`config.mk`:
```
export PLATFORM = sky130hd
export DESIGN_NAME = div_unit
export DESIGN_NICKNAME = d
export VERILOG_FILES = /design/src/rtl/div_unit_pkg.sv /design/src/rtl/div_unit.sv
export SDC_FILE = /design/constraint.sdc
export NUM_CORES = 1
export LEC_CHECK = 0
export ABC_AREA = 1
export ABC_CLOCK_PERIOD_IN_PS = 4900
export CAP_MARGIN = 20
export CORE_ASPECT_RATIO = 1.5
export CORE_MARGIN = 3
export CORE_UTILIZATION = 58
export DETAILED_ROUTE_END_ITERATION = 7
export GPL_ROUTABILITY_DRIVEN = 0
export PLACE_DENSITY = 0.79
export SLEW_MARGIN = 20
export SYNTH_ARGS = -nofsm -noshare
export SYNTH_HDL_FRONTEND = slang
export SYNTH_SLANG_ARGS = --single-unit
```
`constraint.sdc`:
```
create_clock -name clk -period 4.9 [get_ports clk]
set_input_delay 0.98 -clock clk [delete_from_list [all_inputs] [get_ports clk]]
set_output_delay 0.98 -clock clk [all_outputs]
set_load 0.05 [all_outputs]
```
`src/rtl/div_unit_pkg.sv`:
```
// ============================================================================
// Module : div_unit_pkg
// Brief  : Shared encodings and constants for the HI/LO divide unit.
// Rev    : 1.0  initial release
// ============================================================================
`default_nettype none

package div_unit_pkg;

  localparam int         c_reg_width  = 32;
  localparam logic [1:0] c_div_free   = 2'b00;
  localparam logic [1:0] c_div_by_zero = 2'b01;
  localparam logic [1:0] c_div_on     = 2'b10;
  localparam logic [1:0] c_div_end    = 2'b11;
  localparam logic       c_div_start  = 1'b1;
  localparam logic       c_div_stop   = 1'b0;
  localparam logic       c_rst_enable = 1'b0;

endpackage : div_unit_pkg

`default_nettype wire

```
`src/rtl/div_unit.sv`:
```
// ============================================================================
// Module : div_unit
// Brief  : Multi-cycle restoring divider for DIV/DIVU; remainder -> HI,
//          quotient -> LO, one-cycle write strobe on completion.
// Rev    : 1.0  initial release
// ============================================================================
`default_nettype none

module div_unit
  import div_unit_pkg::*;
#(
  parameter int WIDTH = c_reg_width
) (
  input  logic             clk,
  input  logic             rst,
  input  logic             start_i,
  input  logic             signed_div_i,
  input  logic [WIDTH-1:0] opdata1_i,
  input  logic [WIDTH-1:0] opdata2_i,
  input  logic             annul_i,
  output logic [WIDTH-1:0] hi_o,
  output logic [WIDTH-1:0] lo_o,
  output logic             we_o,
  output logic             busy_o
);

  localparam int              CW     = $clog2(WIDTH);
  localparam logic [CW-1:0]   C_LAST = CW'(WIDTH - 1);

  logic [1:0]       state_q,    state_d;
  logic [CW-1:0]    count_q,    count_d;
  logic [WIDTH-1:0] rem_q,      rem_d;
  logic [WIDTH-1:0] quot_q,     quot_d;
  logic [WIDTH-1:0] divisor_q,  divisor_d;
  logic             neg_quot_q, neg_quot_d;
  logic             neg_rem_q,  neg_rem_d;
  logic [WIDTH-1:0] hi_q,       hi_d;
  logic [WIDTH-1:0] lo_q,       lo_d;

  logic [WIDTH:0]   shifted;
  logic [WIDTH:0]   diff;
  logic [WIDTH-1:0] step_rem;
  logic [WIDTH-1:0] step_quot;

  always_ff @(posedge clk) begin
    if (rst == c_rst_enable) begin
      state_q    <= c_div_free;
      count_q    <= '0;
      rem_q      <= '0;
      quot_q     <= '0;
      divisor_q  <= '0;
      neg_quot_q <= 1'b0;
      neg_rem_q  <= 1'b0;
      hi_q       <= '0;
      lo_q       <= '0;
    end else begin
      state_q    <= state_d;
      count_q    <= count_d;
      rem_q      <= rem_d;
      quot_q     <= quot_d;
      divisor_q  <= divisor_d;
      neg_quot_q <= neg_quot_d;
      neg_rem_q  <= neg_rem_d;
      hi_q       <= hi_d;
      lo_q       <= lo_d;
    end
  end

  // One restoring step: shift the next dividend bit into the partial
  // remainder and keep the difference only when it does not borrow.
  always_comb begin
    shifted   = {rem_q, quot_q[WIDTH-1]};
    diff      = shifted - {1'b0, divisor_q};
    step_rem  = diff[WIDTH] ? shifted[WIDTH-1:0] : diff[WIDTH-1:0];
    step_quot = {quot_q[WIDTH-2:0], ~diff[WIDTH]};
  end

  always_comb begin
    state_d    = state_q;
    count_d    = count_q;
    rem_d      = rem_q;
    quot_d     = quot_q;
    divisor_d  = divisor_q;
    neg_quot_d = neg_quot_q;
    neg_rem_d  = neg_rem_q;
    hi_d       = hi_q;
    lo_d       = lo_q;
    case (state_q)
      c_div_free: begin
        if (start_i == c_div_start && !annul_i) begin
          neg_quot_d = signed_div_i & (opdata1_i[WIDTH-1] ^ opdata2_i[WIDTH-1]);
          neg_rem_d  = signed_div_i & opdata1_i[WIDTH-1];
          quot_d     = (signed_div_i && opdata1_i[WIDTH-1]) ? ~opdata1_i + 1'b1 : opdata1_i;
          divisor_d  = (signed_div_i && opdata2_i[WIDTH-1]) ? ~opdata2_i + 1'b1 : opdata2_i;
          rem_d      = '0;
          count_d    = '0;
          state_d    = (opdata2_i == '0) ? c_div_by_zero : c_div_on;
        end
      end
      c_div_by_zero: begin
        if (annul_i) begin
          state_d = c_div_free;
        end else begin
          hi_d    = '0;
          lo_d    = '0;
          state_d = c_div_end;
        end
      end
      c_div_on: begin
        if (annul_i) begin
          state_d = c_div_free;
        end else begin
          rem_d   = step_rem;
          quot_d  = step_quot;
          count_d = count_q + 1'b1;
          if (count_q == C_LAST) begin
            hi_d    = neg_rem_q  ? ~step_rem  + 1'b1 : step_rem;
            lo_d    = neg_quot_q ? ~step_quot + 1'b1 : step_quot;
            state_d = c_div_end;
          end
        end
      end
      default: state_d = c_div_free;
    endcase
  end

  always_comb begin
    busy_o = (state_q == c_div_by_zero) || (state_q == c_div_on);
    we_o   = (state_q == c_div_end);
    hi_o   = hi_q;
    lo_o   = lo_q;
  end

endmodule : div_unit

`default_nettype wire

```
==> results.json <==
{
  "die_y_um": 186,
  "cp_num_buf_inv": 3,
  "layout.cells.non_filler": 2467,
  "final-seq-area_mm2": 0.00338,
  "die_area_mm2": 0.0235,
  "root_buffer": "clkbuf_16",
  "synth_area_leaders": "dfxtp_1, nand2_1, inv_1, a21oi_1, o21ai_0",
  "clock.fmax_mhz": 242,
  "ys_ff_latch": 169,
  "critical_path_class": "flip-flop to flip-flop",
  "rows": 65,
  "holdPathEnd": "hi_o[17]",
  "endpoint_kind": "flip-flop",
  "fin_crit_ns": 4.13,
  "worst-path-stages": 28,
  "n_fill_cell": 2023,
  "insertion_delay_ns": 0.45,
  "drt-pass1-iter-count": 8,
  "async_flop_share_pct": 0,
  "die_w_um": 126,
  "slowest_stage": "fa_1",
  "cts_setup_buffers": 0,
  "slew_violations": 0,
  "synth-seq-area-share_pct": 26.9,
  "cts_tree": "yes",
  "fin_crit_sh_pct": 84.3,
  "yosysTopAreaCell": "dfxtp_1",
  "cts_buffer_depth": 2,
  "drc": 0,
  "crit_path_start": "quot_q[31]",
  "syn_area_per_cell_um2": 5.99,
  "drt_first_iter_violations": 1066,
  "postRouteAntennaNets": 0,
  "r2r_start": "quot_q[31]",
  "drive_above_1_share_pct": 4.68,
  "track_usage_pct": 32.7,
  "synth_nets": 2212,
  "finalSetupViolCount": 0,
  "dpl.cell_count": 2437,
  "core-area_mm2": 0.0212,
  "synth_top_area_share_pct": 26.9,
  "n_antenna_cell": 0,
  "outcome": "finished, final reports clean",
  "antenna_found_initial": 0,
  "grt_max_degree": 67,
  "synth-main-ff-cell": "dfxtp_1",
  "tightest_slew_ns": 1.04,
  "synth.distinct_cells": 48,
  "rsz0062_at_grt": "no",
  "portBuffers": 134,
  "grt_pass1_vias": 13500,
  "wl_um": 38800,
  "synth_warnings": 0,
  "multi_input_area_mm2": 0.00775,
  "yosys-top-cells-count": "nand2_1, inv_1, a21oi_1",
  "initial_utilization_pct": 59.3,
  "total_power_w": 0.00454,
  "ios": 135,
  "crit_required_ns": 5.21,
  "worstHoldStart": "hi_o[17]",
  "max_stage_delay_ns": 0.40,
  "synthToLayoutAreaGrowth_pct": 16.2,
  "hpwl_um": 29700,
  "path_max_fanout": 7,
  "overflow": 0,
  "leakage_nw": 7.10,
  "peakVddDrop_mv": 0.243,
  "hold_buffers": 0,
  "viasPerCell": 5.62,
  "synth_most_common_cell": "nand2_1",
  "cap_viol_max_count": 0,
  "cts_resized": 0,
  "cts_buffers": 17,
  "regToRegSetupSlack_ns": 0.77,
  "hold_path.class": "flip-flop to flip-flop",
  "synth-edff-count": 0,
  "clk_pin_slew_ns": 0.07,
  "reg2reg_depth": 28,
  "cellPowerDensity_mw_per_mm2": 310,
  "vias": 13900,
  "finalNetCount": 2300,
  "rr_endpoint": "lo_o[30]",
  "critPathTopFamily": "simple AND/OR/NAND/NOR gates",
  "fin_skew_ns": 0.0146,
  "final_hold_viol_count": 0,
  "critPathArrivalTime_ns": 4.44,
  "wire_per_inst_um": 15.7,
  "grt_pass1_wl_um": 63000,
  "h-tree-depth": 4,
  "relSlewSlack_pct": 30.5,
  "fin_tns_setup_ns": 0,
  "whs_path_depth": 2,
  "syn_area_mm2": 0.0126,
  "startpoint_type": "flip-flop",
  "synth_cells": 2100,
  "cpMostUsedCell": "nand2_1",
  "cts.sinks": 169
}
cells in the final DEF, fill, tap and decap left out, drive strengths merged, types with 3 or more instances in the layout:
| master | synthesis | layout |
|---|---|---|
| nand2 | 622 | 622 |
| buf | 17 | 11 |
| nor2 | 179 | 179 |
| ha | 42 | 42 |
| o21ai | 164 | 164 |
| clkbuf | 59 | 18 |
| a21oi | 223 | 223 |
| dfxtp | 169 | 169 |
| clkdlybuf4s50 | 0 | 134 |
| or2 | 3 | 3 |
| nand3b | 8 | 8 |
| o221ai | 3 | 3 |
| nand3 | 139 | 139 |
| xnor2 | 27 | 27 |
| o211ai | 10 | 10 |
| xor2 | 41 | 41 |
| nand4 | 20 | 20 |
| a21o | 8 | 8 |
| nor3 | 25 | 25 |
| inv | 302 | 307 |
| o21bai | 6 | 6 |
| clkinv | 5 | 8 |
| a31oi | 3 | 3 |
| nor4 | 11 | 11 |
cell type report:
class / count / share of cell area, %
clock buffer: 18 / 3.00
clock inverter: 12 / 0.975
inverter: 307 / 7.90
multi-input combinational: 1548 / 53.0
sequential: 169 / 23.1
tap: 268 / 2.29
timing repair buffer: 145 / 9.74
worst max-delay path by stage:
stage,to,slack [ns]
CTS,lo_o[30],0.77
finish,lo_o[30],0.77
global placement,quot_q[30],0.87
global route,lo_o[30],0.27
floorplan,lo_o[30],1.14
detailed placement,quot_q[30],0.76
layer usage:
metal	part of all wire (%)	global-route usage (%)	wire, µm
met5	0	0	0
met4	7.9	22.6	3080
met3	4.3	4.44	1680
met2	53	61.2	20400
met1	35	32.7	13600
worst register-to-register path: cells and delay by family (launching register included):
| kind | cells | cell delay [ns] |
|---|---|---|
| simple gates | 18 | 2.42 |
| fa+ha+maj | 3 | 0.70 |
| compound gates | 4 | 0.34 |
| flops | 1 | 0.31 |
| buf+inv | 3 | 0.22 |
power breakdown:
| part | leakage (nW) | internal [W] | switching (W) |
|---|---|---|---|
| sequential | 1.37 | 0.00146 | 0.0000893 |
| clock | 0.282 | 0.000767 | 0.000591 |
| combinational | 5.44 | 0.000517 | 0.00111 |
per-stage QoR:
stage	area, µm²	setup WS (ns)	utilization, %	hold slack, ns
finish	14600	0.768	68.9	0.463
global placement	14000	0.871	66.2	0.451
detailed placement	14000	0.761	66.2	0.454
global route	14600	0.271	68.9	0.483
floorplan	12600	1.14	-	0.435
CTS	14600	0.775	68.9	0.465
kinds of logic after synthesis:
logic type	after synthesis	synth area share, %
buf+inv	383	11.8
xor+xnor	68	4.73
flops	169	26.9
simple gates	1011	34.2
compound gates	426	18.1
fa+ha+maj	43	4.33
sequential cells by signal (all words and copies together), names as in the netlist:
| signal | count |
|---|---|
| neg_rem_q | 1 |
| divisor_q | 32 |
| quot_q | 32 |
| neg_quot_q | 1 |
| rem_q | 32 |
| state_q | 2 |
| count_q | 5 |
| hi_o | 32 |
| lo_o | 32 |
Note: power is estimated with default switching activity, not from simulation.
